**config.mk**
```make
export PLATFORM = sky130hd
export DESIGN_NAME = cr16_pc_sequencer_flat
export DESIGN_NICKNAME = d
export VERILOG_FILES = /design/src/rtl/cr16_pc_sequencer_if.sv /design/src/rtl/cr16_pc_sequencer.sv /design/src/flat_wrapper.sv
export SDC_FILE = /design/constraint.sdc
export NUM_CORES = 1
export LEC_CHECK = 0
export BUFFER_PORTS_ARGS = -buffer_cell sky130_fd_sc_hd__buf_2
export CAP_MARGIN = 20
export CORE_MARGIN = 3
export CORE_UTILIZATION = 40
export DETAILED_ROUTE_END_ITERATION = 8
export PLACE_DENSITY_LB_ADDON = 0.12
export SLEW_MARGIN = 40
export SYNTH_ARGS = -nofsm -noshare
export SYNTH_HDL_FRONTEND = slang
export SYNTH_SLANG_ARGS = --single-unit
```
**constraint.sdc**
```tcl
create_clock -name I_CLK -period 1.62 [get_ports I_CLK]
set_input_delay 0.243 -clock I_CLK [delete_from_list [all_inputs] [get_ports I_CLK]]
set_output_delay 0.243 -clock I_CLK [all_outputs]
set_load 0.02 [all_outputs]
```
**src/rtl/cr16_pc_sequencer_if.sv**
```systemverilog
// CR16 shared memory port handshake between the PC sequencer and the memory arbiter.
// The sequencer holds the request until a one-cycle acknowledge arrives.
interface cr16_pc_sequencer_if;
  logic O_MEM_REQ;
  logic O_MEM_WE;
  logic O_MEM_ADDR_SELECT;
  logic I_MEM_ACK;

  modport master (
    output O_MEM_REQ,
    output O_MEM_WE,
    output O_MEM_ADDR_SELECT,
    input  I_MEM_ACK
  );

  modport slave (
    input  O_MEM_REQ,
    input  O_MEM_WE,
    input  O_MEM_ADDR_SELECT,
    output I_MEM_ACK
  );
endinterface

```
**src/rtl/cr16_pc_sequencer.sv**
```systemverilog
// CR16 multi-cycle control FSM: fetch, decode, execute, memory, PC update.
// Owns PC load/enable controls, branch evaluation and memory/RF strobes.
module cr16_pc_sequencer #(
  parameter int P_ADDRESS_WIDTH     = 16,
  parameter int P_INSTRUCTION_WIDTH = 16
) (
  input  logic                           I_CLK,
  input  logic                           I_NRESET,
  input  logic [P_INSTRUCTION_WIDTH-1:0] I_INSTRUCTION,
  input  logic [P_ADDRESS_WIDTH-1:0]     I_PC,
  input  logic [P_ADDRESS_WIDTH-1:0]     I_TARGET,
  input  logic [4:0]                     I_FLAGS,
  cr16_pc_sequencer_if.master            mem,
  output logic                           O_IR_LOAD,
  output logic                           O_RF_WRITE,
  output logic [1:0]                     O_WB_SELECT,
  output logic                           O_PC_ENABLE,
  output logic [P_ADDRESS_WIDTH-1:0]     O_PC_ADDRESS,
  output logic                           O_PC_ADDRESS_SELECT,
  output logic                           O_PC_ADDRESS_SELECT_INCREMENT,
  output logic [4:0]                     O_STATE
);

  localparam int S_FETCH = 0;
  localparam int S_DEC   = 1;
  localparam int S_EXE   = 2;
  localparam int S_MEM   = 3;
  localparam int S_PCU   = 4;

  localparam logic [4:0] ST_FETCH = 5'b00001;
  localparam logic [4:0] ST_DEC   = 5'b00010;
  localparam logic [4:0] ST_EXE   = 5'b00100;
  localparam logic [4:0] ST_MEM   = 5'b01000;
  localparam logic [4:0] ST_PCU   = 5'b10000;

  logic [4:0] r_state;
  logic [4:0] w_next;

  logic r_alu;
  logic r_jal;
  logic r_load;
  logic r_stor;
  logic [P_ADDRESS_WIDTH-1:0] r_pc_address;
  logic r_pc_sel;

  logic [3:0] w_op;
  logic [3:0] w_sub;
  logic [3:0] w_cond;
  logic w_bcond;
  logic w_jcond;
  logic w_jal;
  logic w_load;
  logic w_stor;
  logic w_nop;
  logic w_cmp;
  logic w_alu;
  logic w_true;
  logic w_n, w_z, w_f, w_l, w_c;
  logic [P_ADDRESS_WIDTH-1:0] w_disp;

  assign w_op   = I_INSTRUCTION[15:12];
  assign w_sub  = I_INSTRUCTION[7:4];
  assign w_cond = I_INSTRUCTION[11:8];
  assign {w_n, w_z, w_f, w_l, w_c} = I_FLAGS;

  assign w_bcond = (w_op == 4'hC);
  assign w_jcond = (w_op == 4'h4) && (w_sub == 4'hC);
  assign w_jal   = (w_op == 4'h4) && (w_sub == 4'h8);
  assign w_load  = (w_op == 4'h4) && (w_sub == 4'h0);
  assign w_stor  = (w_op == 4'h4) && (w_sub == 4'h4);
  assign w_nop   = (I_INSTRUCTION == '0);
  assign w_cmp   = (w_op == 4'hB) ||
                   ((w_op == 4'h0) && (w_sub == 4'hB));
  assign w_alu   = !(w_bcond | w_jcond | w_jal | w_load |
                     w_stor | w_nop | w_cmp);

  assign w_disp = {{(P_ADDRESS_WIDTH-8){I_INSTRUCTION[7]}},
                   I_INSTRUCTION[7:0]};

  always_comb begin
    w_true = 1'b0;
    case (w_cond)
      4'h0: w_true = w_z;
      4'h1: w_true = !w_z;
      4'h2: w_true = w_c;
      4'h3: w_true = !w_c;
      4'h4: w_true = w_l;
      4'h5: w_true = !w_l;
      4'h6: w_true = w_n;
      4'h7: w_true = !w_n;
      4'h8: w_true = w_f;
      4'h9: w_true = !w_f;
      4'hA: w_true = !w_l && !w_z;
      4'hB: w_true = w_l || w_z;
      4'hC: w_true = !w_n && !w_z;
      4'hD: w_true = w_n || w_z;
      4'hE: w_true = 1'b1;
      default: w_true = 1'b0;
    endcase
  end

  always_ff @(posedge I_CLK or negedge I_NRESET) begin
    if (!I_NRESET) begin
      r_state      <= ST_FETCH;
      r_alu        <= 1'b0;
      r_jal        <= 1'b0;
      r_load       <= 1'b0;
      r_stor       <= 1'b0;
      r_pc_address <= '0;
      r_pc_sel     <= 1'b0;
    end else begin
      r_state <= w_next;
      if (r_state[S_DEC]) begin
        r_alu  <= w_alu;
        r_jal  <= w_jal;
        r_load <= w_load;
        r_stor <= w_stor;
        // PC controls stay frozen from here through PC_UPDATE
        if (w_bcond && w_true) begin
          r_pc_address <= I_PC + w_disp;
          r_pc_sel     <= 1'b1;
        end else if (w_jal || (w_jcond && w_true)) begin
          r_pc_address <= I_TARGET;
          r_pc_sel     <= 1'b1;
        end else begin
          r_pc_address <= '0;
          r_pc_sel     <= 1'b0;
        end
      end
    end
  end

  always_comb begin
    w_next = ST_FETCH;
    unique case (1'b1)
      r_state[S_FETCH]: w_next = mem.I_MEM_ACK ? ST_DEC : ST_FETCH;
      r_state[S_DEC]:   w_next = ST_EXE;
      r_state[S_EXE]:   w_next = (r_load | r_stor) ? ST_MEM : ST_PCU;
      r_state[S_MEM]:   w_next = mem.I_MEM_ACK ? ST_PCU : ST_MEM;
      r_state[S_PCU]:   w_next = ST_FETCH;
      default:          w_next = ST_FETCH;
    endcase
  end

  always_comb begin
    mem.O_MEM_REQ         = 1'b0;
    mem.O_MEM_WE          = 1'b0;
    mem.O_MEM_ADDR_SELECT = 1'b0;
    O_IR_LOAD             = 1'b0;
    O_RF_WRITE            = 1'b0;
    O_WB_SELECT           = 2'd0;
    // strobes are forced low while reset is held
    if (I_NRESET) begin
      unique case (1'b1)
        r_state[S_FETCH]: begin
          mem.O_MEM_REQ = 1'b1;
          O_IR_LOAD     = mem.I_MEM_ACK;
        end
        r_state[S_EXE]: begin
          O_RF_WRITE  = r_alu | r_jal;
          O_WB_SELECT = r_jal ? 2'd2 : 2'd0;
        end
        r_state[S_MEM]: begin
          mem.O_MEM_REQ         = 1'b1;
          mem.O_MEM_ADDR_SELECT = 1'b1;
          mem.O_MEM_WE          = r_stor;
          O_RF_WRITE            = r_load & mem.I_MEM_ACK;
          O_WB_SELECT           = r_load ? 2'd1 : 2'd0;
        end
        default: ;
      endcase
    end
  end

  assign O_PC_ENABLE                   = r_state[S_PCU];
  assign O_PC_ADDRESS                  = r_pc_address;
  assign O_PC_ADDRESS_SELECT           = r_pc_sel;
  assign O_PC_ADDRESS_SELECT_INCREMENT = 1'b0;
  assign O_STATE                       = r_state;

endmodule

```
**src/flat_wrapper.sv**
```systemverilog
// flat-port wrapper written by rule: the top's interface ports become plain ports
module cr16_pc_sequencer_flat 
#(
  parameter int P_ADDRESS_WIDTH     = 16,
  parameter int P_INSTRUCTION_WIDTH = 16
)
  (I_CLK, I_NRESET, I_INSTRUCTION, I_PC, I_TARGET, I_FLAGS, O_IR_LOAD, O_RF_WRITE, O_WB_SELECT, O_PC_ENABLE, O_PC_ADDRESS, O_PC_ADDRESS_SELECT, O_PC_ADDRESS_SELECT_INCREMENT, O_STATE, mem_O_MEM_REQ, mem_O_MEM_WE, mem_O_MEM_ADDR_SELECT, mem_I_MEM_ACK);
  cr16_pc_sequencer_if mem_i ();
  input  logic I_CLK;
  input  logic I_NRESET;
  input  logic [P_INSTRUCTION_WIDTH-1:0] I_INSTRUCTION;
  input  logic [P_ADDRESS_WIDTH-1:0] I_PC;
  input  logic [P_ADDRESS_WIDTH-1:0] I_TARGET;
  input  logic [4:0] I_FLAGS;
  output logic O_IR_LOAD;
  output logic O_RF_WRITE;
  output logic [1:0] O_WB_SELECT;
  output logic O_PC_ENABLE;
  output logic [P_ADDRESS_WIDTH-1:0] O_PC_ADDRESS;
  output logic O_PC_ADDRESS_SELECT;
  output logic O_PC_ADDRESS_SELECT_INCREMENT;
  output logic [4:0] O_STATE;
  output wire logic [$bits(mem_i.O_MEM_REQ)-1:0] mem_O_MEM_REQ;
  output wire logic [$bits(mem_i.O_MEM_WE)-1:0] mem_O_MEM_WE;
  output wire logic [$bits(mem_i.O_MEM_ADDR_SELECT)-1:0] mem_O_MEM_ADDR_SELECT;
  input wire logic [$bits(mem_i.I_MEM_ACK)-1:0] mem_I_MEM_ACK;
  assign mem_O_MEM_REQ = mem_i.O_MEM_REQ;
  assign mem_O_MEM_WE = mem_i.O_MEM_WE;
  assign mem_O_MEM_ADDR_SELECT = mem_i.O_MEM_ADDR_SELECT;
  assign mem_i.I_MEM_ACK = mem_I_MEM_ACK;
  cr16_pc_sequencer #(.P_ADDRESS_WIDTH(P_ADDRESS_WIDTH), .P_INSTRUCTION_WIDTH(P_INSTRUCTION_WIDTH)) u_core (.I_CLK(I_CLK), .I_NRESET(I_NRESET), .I_INSTRUCTION(I_INSTRUCTION), .I_PC(I_PC), .I_TARGET(I_TARGET), .I_FLAGS(I_FLAGS), .mem(mem_i), .O_IR_LOAD(O_IR_LOAD), .O_RF_WRITE(O_RF_WRITE), .O_WB_SELECT(O_WB_SELECT), .O_PC_ENABLE(O_PC_ENABLE), .O_PC_ADDRESS(O_PC_ADDRESS), .O_PC_ADDRESS_SELECT(O_PC_ADDRESS_SELECT), .O_PC_ADDRESS_SELECT_INCREMENT(O_PC_ADDRESS_SELECT_INCREMENT), .O_STATE(O_STATE));
endmodule
```
==> flow_metrics.py <==
metrics = {
    "worst_setup_path": {
        "worstSetupStartpointType": "input pin",
        "crit_end": "u_core.O_PC_ADDRESS[9]$_DFFE_PN0P_",
        "critPathMaxFanout": 3,
        "r2r-end": "u_core.O_PC_ADDRESS[3]$_DFFE_PN0P_",
        "rr_worst_depth": 4,
        "cp.arrival_ns": 1.87,
        "cp-end-kind": "flip-flop",
        "crit_start": "I_PC[1]",
        "crit_type": "input pin to flip-flop",
        "worstReg2RegStart": "u_core.O_STATE[1]$_DFF_PN0_",
        "worstPathRequired_ns": 1.78,
        "r2r_setup_slack_ns": 0.41,
    },
    "detailed_routing": {
        "drtIter0Drc": 67,
        "drc_errors": 0,
        "wirelength_um": 6340,
        "ant_nets": 0,
        "wl_per_cell_um": 13.7,
        "vias": 2372,
        "first_pass_iters": 4,
        "vias_per_cell": 5.13,
    },
    "synthesis": {
        "syn_inst": 254,
        "synth_fp_nets": 326,
        "syn_avg_cell_area_um2": 8.52,
        "synth_edf_count": 0,
        "synth_seq_area_share_pct": 30.1,
        "synth_top_cell_by_area": "dfrtp_1",
        "netlist.area_leader.share_pct": 28.9,
        "yosysWarnings": 0,
        "ys.flop_type": "dfrtp_1",
        "synthTopCellsByArea": "dfrtp_1, ha_1, a21oi_1, nor2b_1, xor2_1",
        "post-synth-top-count-cell": "a21oi_1",
        "ys_ff_latch": 26,
        "ys_top_cells_by_count": "a21oi_1, dfrtp_1, nor2b_1",
        "async_flop_share_pct": 100,
        "netlist_area_um2": 2160,
        "synth.distinct_cells": 52,
    },
    "global_routing": {
        "antenna_found_initial": 0,
        "grt_first_pass_wirelength_um": 9880,
        "grt_use_total_pct": 19.4,
        "overflow": 0,
        "grt_pass1_vias": 2233,
        "grt_max_degree": 30,
    },
    "timing": {
        "rsz0062_at_grt": "true",
        "hold_viol_final": 0,
        "tns_ns": -0.359,
        "fmax_mhz": 586,
        "setup_viol": 7,
        "period_share_pct": 105,
        "slew_viol_final": 0,
        "period_needed_ns": 1.71,
        "fin_skew_ns": 0.00658,
        "fin_ws_ns": -0.0873,
    },
    "placed_design": {
        "place_area_um2": 3150,
        "pre_cts_slack_ns": -0.458,
        "dp_cells": 451,
        "gp_congestion": 0.837,
        "portBuffers": 85,
        "hpwl_um": 4870,
    },
    "clock_network": {
        "cts.path.max_buffers": 2,
        "ctsHtreeMaxLevel": 1,
        "cts_tree": "built",
        "cts.clk_slew.worst_paths_ns": 0.09,
        "cts_num_sinks": 26,
        "clock-root-buffer": "clkbuf_8",
        "insertion_delay_ns": 0.27,
        "numCtsBuffers": 3,
    },
    "die": {
        "rows": 26,
        "die_h_um": 79.5,
        "core_area_um2": 5170,
        "start_util_pct": 41.8,
        "io_pins": 87,
        "fp.dieW_um": 79.5,
        "die-area_um2": 6330,
    },
    "pwr": {
        "ir_drop_mv": 0.436,
        "power_density_nw_per_um2": 644,
        "leakage_nw": 1.75,
    },
    "cells_and_area": {
        "layout-area-overhead-vs-synth_pct": 64.7,
        "final_cell_area_um2": 3560,
        "final_cells": 462,
        "drive_gt1_share_pct": 52.3,
        "antenna_cells": 0,
        "nNetsFinal": 465,
        "final_util_pct": 68.9,
    },
    "worst_hold_path": {
        "hp-class": "input pin to async pin",
    },
    "outcome": {
        "status": "finished with violations",
        "violations": "negative setup slack",
    },
    "run": {
        "max-cap-violations": 0,
    },
}
## worst max-delay path, stage by stage
cell and delay [ns]:
buf_6 0.10, ha_4 0.24, a21oi_4 0.16, nor2_2 0.07
or3_4 0.38, a221o_1 0.31, a21oi_2 0.15, xor2_1 0.15
o21ai_1 0.07
## metal layers
layer  GRT usage [%]  vias to the layer above  wire length (um)
met1            25.2                     1097              2850
met5               0                        -                 0
met4            3.61                        0                51
met3            3.05                        7               335
li1                -                     1192                 -
met2            33.8                       76              3110
## kinds of logic (layout without fill, tap and decap cells)
kind of cell | after synthesis | after routing | synth area share [%]
simple gates | 82 | 82 | 20.6
xor+xnor | 18 | 18 | 7.29
compound gates | 82 | 82 | 24.4
mux | 4 | 4 | 2.02
fa+ha+maj | 16 | 16 | 9.60
buf+inv | 25 | 163 | 5.78
flops | 26 | 26 | 30.1
other cells | 1 | 1 | 0.173
## what timing repair did
item,CTS,global route
hold buffers,1,0
cloned,0,0
setup endpoints to repair,17,17
endpoints found under the hold margin,8,0
buffers inserted,3,3
resized for setup,33,36
pin swaps,34,22
## per-stage QoR
stage | hold slack [ns] | power (W)
6_report | 0.00926 | 0.00230
5_1_grt | 0.0463 | 0.00244
4_1_cts | 0.0229 | 0.00223
3_5_place_dp | 0.130 | 0.00177
3_3_place_gp | 0.127 | 0.00175
2_1_floorplan | -0.0526 | 0.00139
## report_power, final
group	internal, W	switching [W]
clock	0.000217	0.000197
sequential	0.000727	0.0000522
combinational	0.000515	0.000587
## registers in the layout, indices dropped and copies added (netlist names)
register / flops
u_core.O_PC_ADDRESS: 16
u_core.O_STATE: 5
u_core.O_PC_ADDRESS_SELECT: 1
u_core.r_alu: 1
u_core.r_jal: 1
u_core.r_load: 1
u_core.r_stor: 1
## final cells by class
type	count	area [um2]
Fill cell	421	1610
Tap cell	70	87.6
Sequential cell	26	652
Inverter	13	48.8
Clock buffer	4	55.1
Multi-Input combinational cell	203	1720
Timing Repair Buffer	146	998
## worst min path at each step
stage | start | end | slack (ns)
2_1_floorplan | I_NRESET | u_core.O_PC_ADDRESS[0]$_DFFE_PN0P_ | -0.05
3_3_place_gp | I_NRESET | u_core.O_STATE[4]$_DFF_PN0_ | 0.13
3_5_place_dp | I_NRESET | u_core.O_STATE[4]$_DFF_PN0_ | 0.13
4_1_cts | I_NRESET | u_core.O_PC_ADDRESS[5]$_DFFE_PN0P_ | 0.02
5_1_grt | I_NRESET | u_core.O_PC_ADDRESS[5]$_DFFE_PN0P_ | 0.05
6_report | I_NRESET | u_core.O_PC_ADDRESS[5]$_DFFE_PN0P_ | 0.009
## layout by cell type, fill, tap and decap left out, types with 3 or more instances in the layout
master	count
nor3_1	6
ha_4	7
xnor2_1	5
a21oi_1	11
clkbuf_8	4
a21oi_4	6
and2_1	3
o21ai_0	8
nand2b_4	3
ha_1	8
a21oi_2	12
buf_2	72
buf_4	56
o21ai_1	10
nand2_1	12
a21o_1	5
dfrtp_1	25
xor2_1	12
nand3_1	6
buf_6	14
inv_1	12
nor2b_1	17
and3_1	7
o21ai_2	3
nor2_1	11
No activity file was read; power rests on OpenSTA's default activity.
